### config.mk
export PLATFORM = sky130hd
export DESIGN_NAME = riscv_pc_unit
export DESIGN_NICKNAME = d
export VERILOG_FILES = /design/src/rtl/riscv_pc_unit.sv
export SDC_FILE = /design/constraint.sdc
export NUM_CORES = 1
export LEC_CHECK = 0
export CORE_AREA = 2 2 168 170
export DETAILED_ROUTE_END_ITERATION = 8
export DIE_AREA = 0 0 170 172
export GPL_ROUTABILITY_DRIVEN = 0
export MAX_ROUTING_LAYER = met4
export SLEW_MARGIN = 20
export SYNTH_ARGS = -nofsm -noshare
export SYNTH_HDL_FRONTEND = slang
export SYNTH_SLANG_ARGS = --single-unit
### constraint.sdc
create_clock -name clk -period 6 [get_ports clk]
set_input_delay 1.8 -clock clk [delete_from_list [all_inputs] [get_ports clk]]
set_output_delay 1.8 -clock clk [all_outputs]
set_load 0.1 [all_outputs]
### src/rtl/riscv_pc_unit.sv
// Program counter with target selection, misalignment trap and a circular
// return-address stack used only as a prediction hint for returns.
module riscv_pc_unit #(
  parameter int              XLEN      = 32,
  parameter logic [XLEN-1:0] RESET_PC  = '0,
  parameter logic [XLEN-1:0] TRAP_PC   = 'h100,
  parameter int              RAS_DEPTH = 4
) (
  input  logic            clk,
  input  logic            rst,
  input  logic            stall,
  input  logic [1:0]      pc_src,
  input  logic [XLEN-1:0] imm,
  input  logic [XLEN-1:0] rs1,
  input  logic            is_call,
  input  logic            is_ret,
  output logic [XLEN-1:0] pc,
  output logic [XLEN-1:0] pc_plus4,
  output logic [XLEN-1:0] ras_top,
  output logic            ras_valid,
  output logic            misalign
);

  localparam int PW = $clog2(RAS_DEPTH);
  localparam int CW = PW + 1;
  localparam logic [CW-1:0] FULL = CW'(RAS_DEPTH);

  typedef enum logic [1:0] {
    SRC_PLUS4 = 2'd0,
    SRC_JAL   = 2'd1,
    SRC_JALR  = 2'd2,
    SRC_RSVD  = 2'd3
  } pc_src_e;

  logic [XLEN-1:0] r_pc;
  logic            r_misalign;
  logic [XLEN-1:0] r_ras [RAS_DEPTH];
  logic [PW-1:0]   r_ptr;    // next free slot; top entry sits at r_ptr-1
  logic [CW-1:0]   r_count;

  logic [XLEN-1:0] w_pc_plus4;
  logic [XLEN-1:0] w_target;
  logic            w_misaligned;
  logic [PW-1:0]   w_top_idx;
  logic            w_ras_upd;
  logic            w_ras_we;
  logic [PW-1:0]   w_ras_waddr;
  logic [PW-1:0]   w_ptr_nxt;
  logic [CW-1:0]   w_count_nxt;
  logic            w_empty;

  assign w_pc_plus4   = r_pc + XLEN'(4);
  assign w_top_idx    = r_ptr - PW'(1);
  assign w_empty      = (r_count == '0);
  assign w_misaligned = w_target[1];
  assign w_ras_upd    = ~stall & ~w_misaligned;

  // NOTE: every signal assigned in an always_comb gets a default first, so no path can infer a latch.
  always_comb begin
    w_target = w_pc_plus4;
    unique case (pc_src_e'(pc_src))
      SRC_JAL:  w_target = r_pc + imm;
      SRC_JALR: w_target = (rs1 + imm) & ~XLEN'(1);
      default:  w_target = w_pc_plus4;
    endcase
  end

  // Push, pop or replace-top; a coroutine call on an empty stack degrades to a push.
  always_comb begin
    w_ras_we    = 1'b0;
    w_ras_waddr = r_ptr;
    w_ptr_nxt   = r_ptr;
    w_count_nxt = r_count;
    if (w_ras_upd) begin
      if ((is_call && !is_ret) || (is_call && is_ret && w_empty)) begin
        w_ras_we    = 1'b1;
        w_ras_waddr = r_ptr;
        w_ptr_nxt   = r_ptr + PW'(1);
        w_count_nxt = (r_count == FULL) ? r_count : r_count + CW'(1);
      end else if (is_call && is_ret) begin
        w_ras_we    = 1'b1;
        w_ras_waddr = w_top_idx;
      end else if (is_ret && !w_empty) begin
        w_ptr_nxt   = w_top_idx;
        w_count_nxt = r_count - CW'(1);
      end
    end
  end

  // NOTE: sequential state uses non-blocking assignments so all registers update from pre-edge values.
  always_ff @(posedge clk or negedge rst) begin
    if (!rst) begin
      r_pc       <= RESET_PC;
      r_misalign <= 1'b0;
      r_ptr      <= '0;
      r_count    <= '0;
    end else if (!stall) begin
      r_pc       <= w_misaligned ? TRAP_PC : w_target;
      r_misalign <= w_misaligned;
      r_ptr      <= w_ptr_nxt;
      r_count    <= w_count_nxt;
    end
  end

  // NOTE: the stack storage is left unreset; entries are only visible through r_count, which is reset.
  always_ff @(posedge clk) begin
    if (w_ras_we && rst) begin
      r_ras[w_ras_waddr] <= w_pc_plus4;
    end
  end

  assign pc        = r_pc;
  assign pc_plus4  = w_pc_plus4;
  assign misalign  = r_misalign;
  assign ras_valid = ~w_empty;
  assign ras_top   = w_empty ? '0 : r_ras[w_top_idx];

endmodule

==> results.py, run 1 <==
metrics = {
    "synth": {
        "synth_area_mm2": 0.01077,
        "async_flop_share_pct": 22.98,
        "seq_area_frac_synth_pct": 43.16,
        "ys_ff_latch": 161,
        "syn_inst": 1018,
        "synth-edff-count": 124,
        "synthFlopType": "edfxtp_1",
        "synth_area_per_cell_um2": 10.58,
        "yosysWarnings": 0,
        "ys_types": 72,
    },
    "placed_design": {
        "portBuffers": 165,
        "numPlacedInstances": 1491,
        "hpwl_um": 22280,
    },
    "route": {
        "drt_wl_total_um": 29310,
        "vias": 8659,
        "remaining_drc_errors": 0,
        "drt-met1-wl_um": 13830,
        "top_layer": "met4",
        "drt-wirelength-per-cell_um": 19.24,
        "ant_nets": 0,
        "wl_met2_um": 13320,
        "drtIter0Drc": 588,
        "drtPass1Iterations": 5,
        "wl_met3_um": 1592,
        "via_per_inst": 5.685,
    },
    "worst_setup_path": {
        "reg2regPathDepth": 10,
        "critPathLaunchType": "flip-flop",
        "worstSetupEndpointType": "output pin",
        "slowest_stage": "nor3_1",
        "crit_type": "reg -> out",
        "path_max_fanout": 5,
        "path_cells": "ha_1 > inv_1 > nor3_1 > nand3_1 > nor3_1 > nand2_1 > xnor2_1 > buf_4",
        "cp_slowest_stage_delay_ns": 0.62,
        "critPathMostFrequentCell": "nor3_1",
        "cp_top_family": "simple AND/OR/NAND/NOR gates",
        "required_ns": 4.20,
        "path_buf_inv": 2,
        "cp.depth": 8,
        "crit_arrival_ns": 3.55,
    },
    "timing": {
        "rsz0062_at_grt": "no",
        "skew_ns": 0.01352,
        "max_freq_mhz": 186.9,
        "setup_viol": 0,
        "hold_viol": 0,
        "tightest_slew_ns": 1.038,
        "setup_tns_ns": 0,
        "drv_slew": 0,
        "fin_crit_sh_pct": 89.18,
        "period_minus_slack_ns": 5.351,
        "slew_headroom_pct": 30.62,
    },
    "hold_path": {
        "hold_depth": 1,
        "min_path_type": "reg -> reg",
    },
    "grt": {
        "grt.total_usage_pct": 20.63,
        "grt_pass1_vias": 8215,
        "antenna_found_initial": 0,
        "grt_max_degree": 64,
        "grt-ovfl-total": 0,
        "grt_pass1_wl_um": 44880,
    },
    "clock_tree": {
        "cts_setup_buffers": 0,
        "clock-root-buffer": "clkbuf_16",
        "clk_pin_slew_ns": 0.07,
        "cts_hold_buf": 0,
        "clock-sinks": 161,
        "cts_buffer_depth": 2,
        "cts_htree_levels": 4,
        "clk_latency_ns": 0.42,
        "cts_resized": 0,
        "cts_tree": "yes",
        "cts_made_buffers": 17,
    },
    "floorplanning": {
        "pin_count": 169,
        "start_util_pct": 39.21,
        "fp.dieArea_mm2": 0.02924,
        "core_region_area_mm2": 0.02748,
        "dieHeight_um": 172,
        "die_x_um": 170,
        "num_rows": 61,
    },
    "final_layout": {
        "synthToLayoutAreaGrowth_pct": 23.33,
        "final_cell_mix": "clkdlybuf4s50_1, edfxtp_1, a21oi_1",
        "fin_nets": 1301,
        "layout_commonest_cell": "clkdlybuf4s50_1",
        "fin_cells": 1523,
        "drive_gt1_share_pct": 10.96,
        "n_antenna_cell": 0,
    },
    "outcome": {
        "status": "completed",
    },
    "run": {
        "drv_cap": 0,
    },
    "power_and_ir_drop": {
        "p_per_area_mw_per_mm2": 477.6,
        "peakVddDrop_mv": 0.2139,
        "leakagePower_uw": 0.005086,
    },
}
[Yosys cell counts, drive strengths merged (21+ instances only)]
cell type	number	area share, %
a21o	36	2.5
a21oi	88	4.1
a221oi	21	1.7
and2	36	2.1
clkbuf	41	1.4
dfrtp	37	8.6
edfxtp	124	35
ha	64	7.4
inv	38	1.3
mux4	31	6.5
nand2	79	2.8
nand3	25	1.2
nand4	26	1.5
nor2	42	1.5
o21ai	40	1.9
xnor2	57	4.6
xor2	30	2.4
[where the power goes]
part           switching [uW]  internal, uW  total [uW]
registers                 225          1370        1590
logic                    2650          1080        3730
clock network             443           578        1020
total                    3320          3030        6350
[logic make-up after synthesis]
logic type	count (synthesis)	synth area share, %
xor gates and xnor gates	87	7.073
adders and majority gates	66	7.805
other	1	0.03481
and+or+nand+nor	272	12.76
buffers and inverters	97	3.601
muxes	34	6.771
AOI/OAI and AO/OA	300	18.79
DFF	161	43.16
[sequential cells by signal, indices dropped and copies added, names as in the netlist]
name,count
misalign,1
pc,31
r_count,3
r_ptr,2
r_ras,124
[metrics by stage]
| stage | setup WS (ns) | hold slack, ns | power [uW] | cell area, um2 | util [%] |
|---|---|---|---|---|---|
| after floorplan | 0.09103 | 0.4369 | 4463 | 10790 | - |
| after global placement | 0.9267 | 0.4593 | 5339 | 12720 | 46.31 |
| after detailed placement | 0.8547 | 0.4624 | 5357 | 12720 | 46.31 |
| after CTS | 0.6453 | 0.4705 | 6386 | 13290 | 48.36 |
| after global routing | 0.4350 | 0.5060 | 6626 | 13290 | 48.36 |
| final | 0.6494 | 0.4672 | 6346 | 13290 | 48.36 |
[routing by layer]
metal | vias to the layer above | global-route usage, %
met3 | 42 | 2.976
met4 | 0 | 5.611
li1 | 4182 | -
met5 | - | -
met1 | 4138 | 28.48
met2 | 297 | 32.09
[area by class of cell]
type,instances,area [um2]
tap,346,432.9
inverter,38,142.6
timing repair buffer,184,1724
sequential,161,4651
fill,2557,14190
clock inverter,14,132.6
clock buffer,18,429.2
multi-input combinational,762,5774
[final timing paths]
kind / start / end / slack [ns]
setup / recovery: pc[3] / pc_plus4[30] / 0.65
hold / removal: r_count[2] / r_count[2] / 0.47
setup reg to reg: pc[3] / pc[24] / 2.78
hold reg to reg: r_count[2] / r_count[2] / 0.47
max in group asynchronous: rst / r_ptr[0] / 4.18
min in group asynchronous: rst / pc[25] / 1.44
No activity file was read; power rests on OpenSTA's default activity.
==> run 2, diff against run 1 <==
- RECOVER_POWER: default -> 25
==> run 2 against run 1 <==
Net effect: the run now ends with max-capacitance violations, max-slew violations left; clock skew grew 0.00055 ns; via count fell by 0.20%; register-to-register slack lost 0.20 ns; global-route usage is the same; sequential cell count unchanged; hold slack about the same; clock power about the same; cell count stayed put; design area is 0.10% lower; critical endpoint is now pc_plus4[24]; largest cell class unchanged; highest routed layer unchanged.
==> results.py, run 2 (synthesis results as in run 1) <==
metrics = {
    "floorplanning": {
        "num_rows": 61,
        "start_util_pct": 39.21,
        "core_region_area_mm2": 0.02748,
        "pin_count": 169,
        "dieHeight_um": 172,
        "fp.dieArea_mm2": 0.02924,
        "die_x_um": 170,
    },
    "placed_design": {
        "portBuffers": 165,
        "hpwl_um": 22280,
    },
    "final_layout": {
        "top_register": "r_ras",
        "final_cell_mix": "clkdlybuf4s50_1, edfxtp_1, a21oi_1",
        "synthToLayoutAreaGrowth_pct": 23.21,
        "fin_nets": 1301,
        "drive_gt1_share_pct": 10.62,
        "n_antenna_cell": 0,
        "layout_commonest_cell": "clkdlybuf4s50_1",
        "largest_reg_flops": 124,
    },
    "grt": {
        "grt_pass1_vias": 8215,
        "grt_max_degree": 64,
        "grt.total_usage_pct": 20.63,
        "antenna_found_initial": 0,
        "grt_pass1_wl_um": 44880,
        "grt-ovfl-total": 0,
    },
    "clock_tree": {
        "clock-root-buffer": "clkbuf_16",
        "clk_latency_ns": 0.42,
        "cts_resized": 0,
        "clock-sinks": 161,
        "cts_setup_buffers": 0,
        "cts_hold_buf": 0,
        "cts_buffer_depth": 2,
        "cts_htree_levels": 4,
        "cts_tree": "yes",
        "cts_made_buffers": 17,
        "clk_pin_slew_ns": 0.07,
    },
    "worst_setup_path": {
        "path_max_fanout": 7,
        "required_ns": 4.20,
        "cp_slowest_stage_delay_ns": 0.66,
        "critPathMostFrequentCell": "inv_1",
        "path_buf_inv": 3,
        "worstSetupEndpointType": "output pin",
        "critPathLaunchType": "flip-flop",
        "slowest_stage": "nor3_1",
        "cp_top_family": "simple AND/OR/NAND/NOR gates",
        "crit_arrival_ns": 3.66,
        "crit_type": "reg -> out",
        "path_cells": "ha_1 > inv_1 > nor3_1 > and2_0 > nand4_1 > inv_1 > and3_1 > xor2_1 > buf_4",
    },
    "route": {
        "via_per_inst": 5.674,
        "remaining_drc_errors": 0,
        "drt-wirelength-per-cell_um": 19.24,
        "vias": 8642,
        "drtPass1Iterations": 6,
        "ant_nets": 0,
        "drtIter0Drc": 588,
        "drt_wl_total_um": 29310,
    },
    "power_and_ir_drop": {
        "p_per_area_mw_per_mm2": 478.0,
        "peakVddDrop_mv": 0.2139,
        "leakagePower_uw": 0.005074,
        "power_uw": 6344,
    },
    "timing": {
        "hold_viol": 0,
        "setup_tns_ns": 0,
        "tightest_slew_ns": 2.209,
        "slew_headroom_pct": -47.30,
        "setup_viol": 0,
        "max_freq_mhz": 183.1,
        "fin_crit_sh_pct": 91.05,
        "rsz0062_at_grt": "no",
        "drv_slew": 39,
        "skew_ns": 0.01407,
        "period_minus_slack_ns": 5.463,
    },
    "outcome": {
        "violations": "max-capacitance violations, max-slew violations",
        "status": "complete, but fails checks",
    },
    "hold_path": {
        "min_path_type": "reg -> reg",
    },
    "run": {
        "drv_cap": 1,
    },
}
run 2: cell types whose count changed in the layout (fill, tap and decap cells not counted), sizes merged:
cell	before	now
buf	45	42
clkbuf	18	21
run 2: where the power goes:
| part | internal, uW | leakage [uW] | total [uW] | switching, uW |
|---|---|---|---|---|
| clock | 578 | 0.000273 | 1020 | 443 |
| sequential | 1370 | 0.00160 | 1590 | 226 |
| combinational | 1080 | 0.00320 | 3730 | 2650 |
run 2: cell type report:
type                       count  area, um2
fill                        2559      14200
multi-input combinational    762       5772
sequential                   161       4651
timing repair buffer         184       1713
tap                          346      432.9
clock buffer                  18      429.2
inverter                      38      142.6
clock inverter                14      132.6
run 2: worst reg2reg max path, stage by stage, from the launching register on:
cell	delay, ns
dfrtp_1	0.48
nand3_1	0.20
nor2_1	0.52
nand3_1	0.35
nor3_1	0.52
and3_1	0.26
xor2_1	0.48
o21ai_0	0.31
a32oi_1	0.22
run 2: stage by stage:
| stage | std cells | instance area, um2 | util, % | hold WS [ns] | setup slack [ns] |
|---|---|---|---|---|---|
| after floorplan | 1020 | 10790 | - | 0.4369 | 0.09103 |
| after global placement | 1491 | 12720 | 46.31 | 0.4593 | 0.9267 |
| after detailed placement | 1491 | 12720 | 46.31 | 0.4624 | 0.8547 |
| after CTS | 1523 | 13290 | 48.36 | 0.4705 | 0.6453 |
| after global routing | 1523 | 13270 | 48.31 | 0.5060 | 0.2873 |
| final | 1523 | 13270 | 48.31 | 0.4670 | 0.5372 |
run 2: metal layers:
layer	wire (um)	global-route usage, %
met1	14120	28.48
met2	13330	32.09
met3	1314	2.976
met4	541	5.611
met5	0	-
run 2: path summary, 6_finish.rpt:
path	startpoint	to	slack [ns]	cells after the start
max in group asynchronous	rst	r_ptr[0]	2.46	2
worst max-delay path	pc[3]	pc_plus4[24]	0.54	9
worst min-delay path	r_count[2]	r_count[2]	0.47	1
worst max register to register	pc[4]	pc[31]	2.58	8
worst min register to register	r_count[2]	r_count[2]	0.47	1
min in group asynchronous	rst	pc[25]	2.13	2
